[src/rtl/ofm_buffer_reader.sv]
// Read-side sequencer for the output-feature-map buffer: issues buffer reads,
// absorbs the two-stage read pipeline in a small FIFO and streams words with last framing.
module ofm_buffer_reader #(
    parameter int unsigned DEPTH    = 114 * 114,
    parameter int unsigned ADDR_BIT = 14,
    parameter int unsigned WIDTH    = 64,
    parameter int unsigned LEN_BIT  = 15
) (
    input  logic                clk,
    input  logic                rst,
    input  logic                start,
    input  logic [ADDR_BIT-1:0] base_addr,
    input  logic [LEN_BIT-1:0]  num_words,
    output logic                busy,
    output logic                done,
    output logic [ADDR_BIT-1:0] bram_read_addr,
    input  logic [WIDTH-1:0]    bram_rd_data,
    output logic [WIDTH-1:0]    m_data,
    output logic                m_valid,
    input  logic                m_ready,
    output logic                m_last
);

    localparam int unsigned FIFO_DEPTH = 4;
    localparam int unsigned PTR_BIT    = 2;
    localparam int unsigned CNT_BIT    = 3;

    typedef enum logic [1:0] {
        S_IDLE,
        S_RUN,
        S_DRAIN
    } state_t;

    state_t                r_state, w_state_nxt;
    logic [ADDR_BIT-1:0]   r_addr, w_addr_nxt;
    logic [LEN_BIT-1:0]    r_issue_left, w_issue_left_nxt;
    logic [LEN_BIT-1:0]    r_deliver_left, w_deliver_left_nxt;
    logic                  r_busy, w_busy_nxt;
    logic                  r_done, w_done_nxt;
    logic [ADDR_BIT-1:0]   r_bram_addr;
    logic [1:0]            r_pend;
    logic [WIDTH-1:0]      r_fifo [FIFO_DEPTH];
    logic [PTR_BIT-1:0]    r_wr_ptr, r_rd_ptr, w_rd_ptr_nxt;
    logic [CNT_BIT-1:0]    r_count, w_count_nxt, w_count_after_pop;
    logic                  r_m_valid, r_m_last, w_m_last_nxt;
    logic [WIDTH-1:0]      r_m_data, w_head_nxt;
    logic                  w_pop, w_push, w_issue;
    logic [CNT_BIT-1:0]    w_inflight;
    logic [ADDR_BIT-1:0]   w_addr_inc;

    // Pipeline bookkeeping: r_pend[0] = address on the bus, r_pend[1] = data on the bus.
    always_comb begin
        w_pop             = r_m_valid & m_ready;
        w_push            = r_pend[1];
        w_inflight        = CNT_BIT'(r_pend[0]) + CNT_BIT'(r_pend[1]);
        w_issue           = (r_state == S_RUN) && ((r_count + w_inflight) < CNT_BIT'(FIFO_DEPTH));
        w_addr_inc        = (r_addr == ADDR_BIT'(DEPTH - 1)) ? '0 : r_addr + ADDR_BIT'(1);
        w_count_after_pop = r_count - CNT_BIT'(w_pop);
        w_count_nxt       = w_count_after_pop + CNT_BIT'(w_push);
        w_rd_ptr_nxt      = r_rd_ptr + PTR_BIT'(w_pop);
        // An empty FIFO receiving a push exposes the incoming word directly as the new head.
        w_head_nxt        = (w_push && (w_count_after_pop == '0)) ? bram_rd_data : r_fifo[w_rd_ptr_nxt];
    end

    // Next-state and control-register logic.
    always_comb begin
        w_state_nxt        = r_state;
        w_addr_nxt         = r_addr;
        w_issue_left_nxt   = r_issue_left;
        w_deliver_left_nxt = r_deliver_left - LEN_BIT'(w_pop);
        w_busy_nxt         = r_busy;
        w_done_nxt         = 1'b0;
        case (r_state)
            S_IDLE: begin
                if (start) begin
                    if (num_words != '0) begin
                        w_state_nxt        = S_RUN;
                        w_addr_nxt         = base_addr;
                        w_issue_left_nxt   = num_words;
                        w_deliver_left_nxt = num_words;
                        w_busy_nxt         = 1'b1;
                    end else begin
                        w_done_nxt = 1'b1;
                    end
                end
            end
            S_RUN: begin
                if (w_issue) begin
                    w_addr_nxt       = w_addr_inc;
                    w_issue_left_nxt = r_issue_left - LEN_BIT'(1);
                    if (r_issue_left == LEN_BIT'(1)) begin
                        w_state_nxt = S_DRAIN;
                    end
                end
            end
            S_DRAIN: begin
                if (w_pop && r_m_last) begin
                    w_state_nxt = S_IDLE;
                    w_done_nxt  = 1'b1;
                    w_busy_nxt  = 1'b0;
                end
            end
            default: w_state_nxt = S_IDLE;
        endcase
        w_m_last_nxt = (w_count_nxt != '0) && (w_deliver_left_nxt == LEN_BIT'(1));
    end

    always_ff @(posedge clk) begin
        if (rst) begin
            r_state        <= S_IDLE;
            r_addr         <= '0;
            r_issue_left   <= '0;
            r_deliver_left <= '0;
            r_busy         <= 1'b0;
            r_done         <= 1'b0;
            r_bram_addr    <= '0;
            r_pend         <= '0;
            r_wr_ptr       <= '0;
            r_rd_ptr       <= '0;
            r_count        <= '0;
            r_m_valid      <= 1'b0;
            r_m_data       <= '0;
            r_m_last       <= 1'b0;
        end else begin
            r_state        <= w_state_nxt;
            r_addr         <= w_addr_nxt;
            r_issue_left   <= w_issue_left_nxt;
            r_deliver_left <= w_deliver_left_nxt;
            r_busy         <= w_busy_nxt;
            r_done         <= w_done_nxt;
            if (w_issue) begin
                r_bram_addr <= r_addr;
            end
            r_pend         <= {r_pend[0], w_issue};
            r_wr_ptr       <= r_wr_ptr + PTR_BIT'(w_push);
            r_rd_ptr       <= w_rd_ptr_nxt;
            r_count        <= w_count_nxt;
            r_m_valid      <= (w_count_nxt != '0);
            r_m_data       <= w_head_nxt;
            r_m_last       <= w_m_last_nxt;
        end
    end

    // Storage needs no reset; occupancy is tracked by the pointers and count.
    always_ff @(posedge clk) begin
        if (!rst && w_push) begin
            r_fifo[r_wr_ptr] <= bram_rd_data;
        end
    end

    assign busy           = r_busy;
    assign done           = r_done;
    assign bram_read_addr = r_bram_addr;
    assign m_data         = r_m_data;
    assign m_valid        = r_m_valid;
    assign m_last         = r_m_last;

    a_fifo_bound: assert property (@(posedge clk) disable iff (rst) r_count <= CNT_BIT'(FIFO_DEPTH));

endmodule
[config.mk]
export PLATFORM = sky130hd
export DESIGN_NAME = ofm_buffer_reader
export DESIGN_NICKNAME = d
export VERILOG_FILES = /design/src/rtl/ofm_buffer_reader.sv
export SDC_FILE = /design/constraint.sdc
export NUM_CORES = 1
export LEC_CHECK = 0
export BUFFER_PORTS_ARGS = -buffer_cell sky130_fd_sc_hd__buf_2
export CAP_MARGIN = 30
export CORE_ASPECT_RATIO = 1.2
export CORE_MARGIN = 3
export CORE_UTILIZATION = 45
export DETAILED_ROUTE_END_ITERATION = 16
export PLACE_DENSITY = 0.63
export SETUP_SLACK_MARGIN = 0.3
export SYNTH_ARGS = -nofsm -noshare
export SYNTH_HDL_FRONTEND = slang
export SYNTH_SLANG_ARGS = --single-unit
[constraint.sdc]
create_clock -name clk -period 10 [get_ports clk]
set_input_delay 1.5 -clock clk [delete_from_list [all_inputs] [get_ports clk]]
set_output_delay 1.5 -clock clk [all_outputs]
set_load 0.05 [all_outputs]
==> impl_results.md <==
* Status: finished clean
* All-Layer GR Usage at 0.186
* CTS tree: done
* Max Clock Skew at between 0.015 and 0.02 ns
* Max-Cap Viols at 0
* Min-Delay Path Class: flip-flop to flip-flop
* CP max-delay cell: or2_2
* Insertion delay to the later sink of the worst-skew pair at around 0.54 ns
* # IOs at 179
* CP required at between 10 and 15 ns
* Cell area after synthesis at 15,500 um2
* Detailed Routing Iterations Pass 1 at 5
* RSZ-0062 raised after global routing: false
* Via count at 9,475
* Reg clk slew, reported paths at 0.06 ns
* Family with the most delay on the worst path: simple AND/OR/NAND/NOR gates
* Fin cells at between 1,500 and 2,000
* H-Tree Depth at 2
* Share of cells above drive strength 1 at 0.284
* Share of the synthesized area in the top cell type at 0.497
* FMAX at 268 MHz
* Most frequent cell after synthesis: edfxtp_1
* Post-synth EDFFs at 256
* Initial core utilization at 0.461
* Routed WL at 34,200 um
* Antenna diodes at 0
* Synthesis-to-layout area growth at 18.1%
* Die Span Y at 209 um
* Worst Setup End Kind: flip-flop
* Crit-path most repeated cell: ha_1
* Initial antenna violation count at 3
* Synth area leader: edfxtp_1
* Cells after DPL at 1,683
* Setup TNS at 0 ns
* Hold_buf cts at 0
* Register bit count reported by yosys at 393
* Warnings from Yosys at 0
* Grt ovf at 0
* Final min period at ~3.7 ns
* Arrival time worst endpoint at roughly 4.2 ns
* Final cycle utilization of the critical path at 0.373
* Kind of critical path: primary input to flip-flop
* Top cells by count, synth: edfxtp_1, nand2_1, dfxtp_1, a21oi_1, nor2_1
* Iter 0 DRT Violations at 613
* Number of setup violations in the final report at 0
* Asr flop ratio synth at 0
* Port bufs at 178
* Largest net degree at the start of global routing at 75
* Postcts setup bufs at 0
* DIE AREA at 36,600 um2
* Multi-input gate area at approximately 4800 um2
* Reg2Reg Setup Slack at 6.96 ns
* Peak VDD IR at 123 uV
* Root buffer cell: clkbuf_16
* Worst rel slew slack at 0.361
* Ys flop type: edfxtp_1
* Sequential area share after synthesis at 0.675
* Number of global-route vias before repair at a little under 10,000
* CP Max Fanout at 33
* DRC viols at 0
* CTS sink cnt at just under 400
* Design area at between 15,000 and 20,000 um2
* Storage cell area at approximately 10,000 um2
* Core region area at about 34,000 um2
* Total Power at roughly 4.3 mW
* Filler cells at 2,802
* HPWL after DPL at about 20,000 um
* Area contributors post-synth: edfxtp_1, dfxtp_1, mux4_2, nand2_1, a21oi_1
* Routability congestion estimate at 0.773
* DIE WIDTH at 175 um
* DR WL/cell at 19.4 um
* Vias/cell at 5.39
* First-pass GRT wire length at 54,200 um
* Leak pwr at 6.52 nW
* Max stage delay on crit path at 0.72 ns
* Cell variety after synth at 64
* DP Area at 16,900 um2
* Syn nets at 1,211
* Syn Area/Cell at roughly 14 um2
* Cells after synthesis at around 1,100
* Worst setup SP type: primary input
* PwrDens at 234 nW/um2
* Num rows at 73
* Clk buf depth at 3
* Clock buffer count from CTS at 40
* Slew of the pin with the lowest slew margin at around 0.96 ns
* Post-CTS sizing at 0
* Max Slew Vio Count at 0
* Final net count at 1,384
* Buf+Inv Stages, Crit Path at 2
* Cell breakdown of the critical path: buf_2 > and2_1 > ha_1 > ha_1 > xor2_1 > or2_2 > buf_4 > nand2_1 > a21oi_1
* Final Hold Vio Count at 0
* Post-route ant nets at 0
==> metrics by stage <==
step	hold slack [ns]	worst slack [ns]	utilization
CTS	0.477	6.22	0.545
detailed placement	0.463	5.68	0.504
global placement	0.458	5.67	0.501
floorplan	0.445	0.843	-
global route	0.494	6.02	0.545
finish	0.470	6.27	0.545
==> logic make-up after synthesis <==
family                     after synthesis  share of synthesized area
AOI/OAI and AO/OA                      185                     0.0786
xor gates and xnor gates                17                    0.00963
adders and majority gates               12                    0.00971
buffers and inverters                   78                     0.0227
DFF                                    393                      0.675
muxes                                   78                      0.102
and+or+nand+nor                        339                      0.102
==> worst reg2reg max path, stage by stage (launching register included) <==
cell,delay [ns]
dfxtp_1,0.36
and2_1,0.31
ha_1,0.22
ha_1,0.15
xor2_1,0.35
or2_2,0.72
buf_4,0.53
nand2_1,0.13
a21oi_1,0.18
==> cell usage in the layout (no fill, tap or decap), types with 15 or more instances in the layout <==
cell	count
edfxtp_1	256
buf_4	15
nor2_1	64
nor3_1	19
mux4_2	64
buf_2	177
nand3_1	15
o21ai_0	16
nand2_1	172
a21oi_1	94
clkbuf_16	41
dfxtp_1	137
==> worst paths after layout <==
path                                           start               endpoint  cells after the start
worst max-delay path                         m_ready  m_data[30]$_SDFF_PP0_                      9
worst min-delay path            r_pend[0]$_SDFF_PP0_   r_pend[1]$_SDFF_PP0_                      1
worst max register to register    m_valid$_SDFF_PP0_  m_data[30]$_SDFF_PP0_                      8
worst min register to register  r_pend[0]$_SDFF_PP0_   r_pend[1]$_SDFF_PP0_                      1
==> state kept, by name, summed over array words and instances (netlist names) <==
signal	flops
r_state	2
m_last	1
r_count	3
r_pend	2
r_fifo	256
r_deliver_left	15
r_rd_ptr	2
bram_read_addr	14
m_valid	1
r_wr_ptr	2
m_data	64
r_addr	14
busy	1
r_issue_left	15
done	1
==> where the power goes <==
group / switching (mW) / total, mW / internal, mW
Clock: 0.627 / 1.51 / 0.882
Sequential: 0.0561 / 1.88 / 1.82
Combinational: 0.557 / 0.886 / 0.330
==> routing by layer <==
metal,part of all wire,track usage,wire length (um),vias to the layer above
met5,0.00076,0,26,-
met2,0.50,0.316,17100,213
met3,0.044,0.0351,1520,49
li1,-,-,-,4482
met1,0.44,0.246,14900,4725
met4,0.018,0.0490,618,6
==> final cells by class <==
cell class	count	area share
tap	450	0.0308
inverter	13	0.00267
multi-input combinational	631	0.260
clock inverter	16	0.00953
sequential	393	0.571
timing repair buffer	196	0.0607
clock buffer	58	0.0646
(Power assumes the default switching activity.)
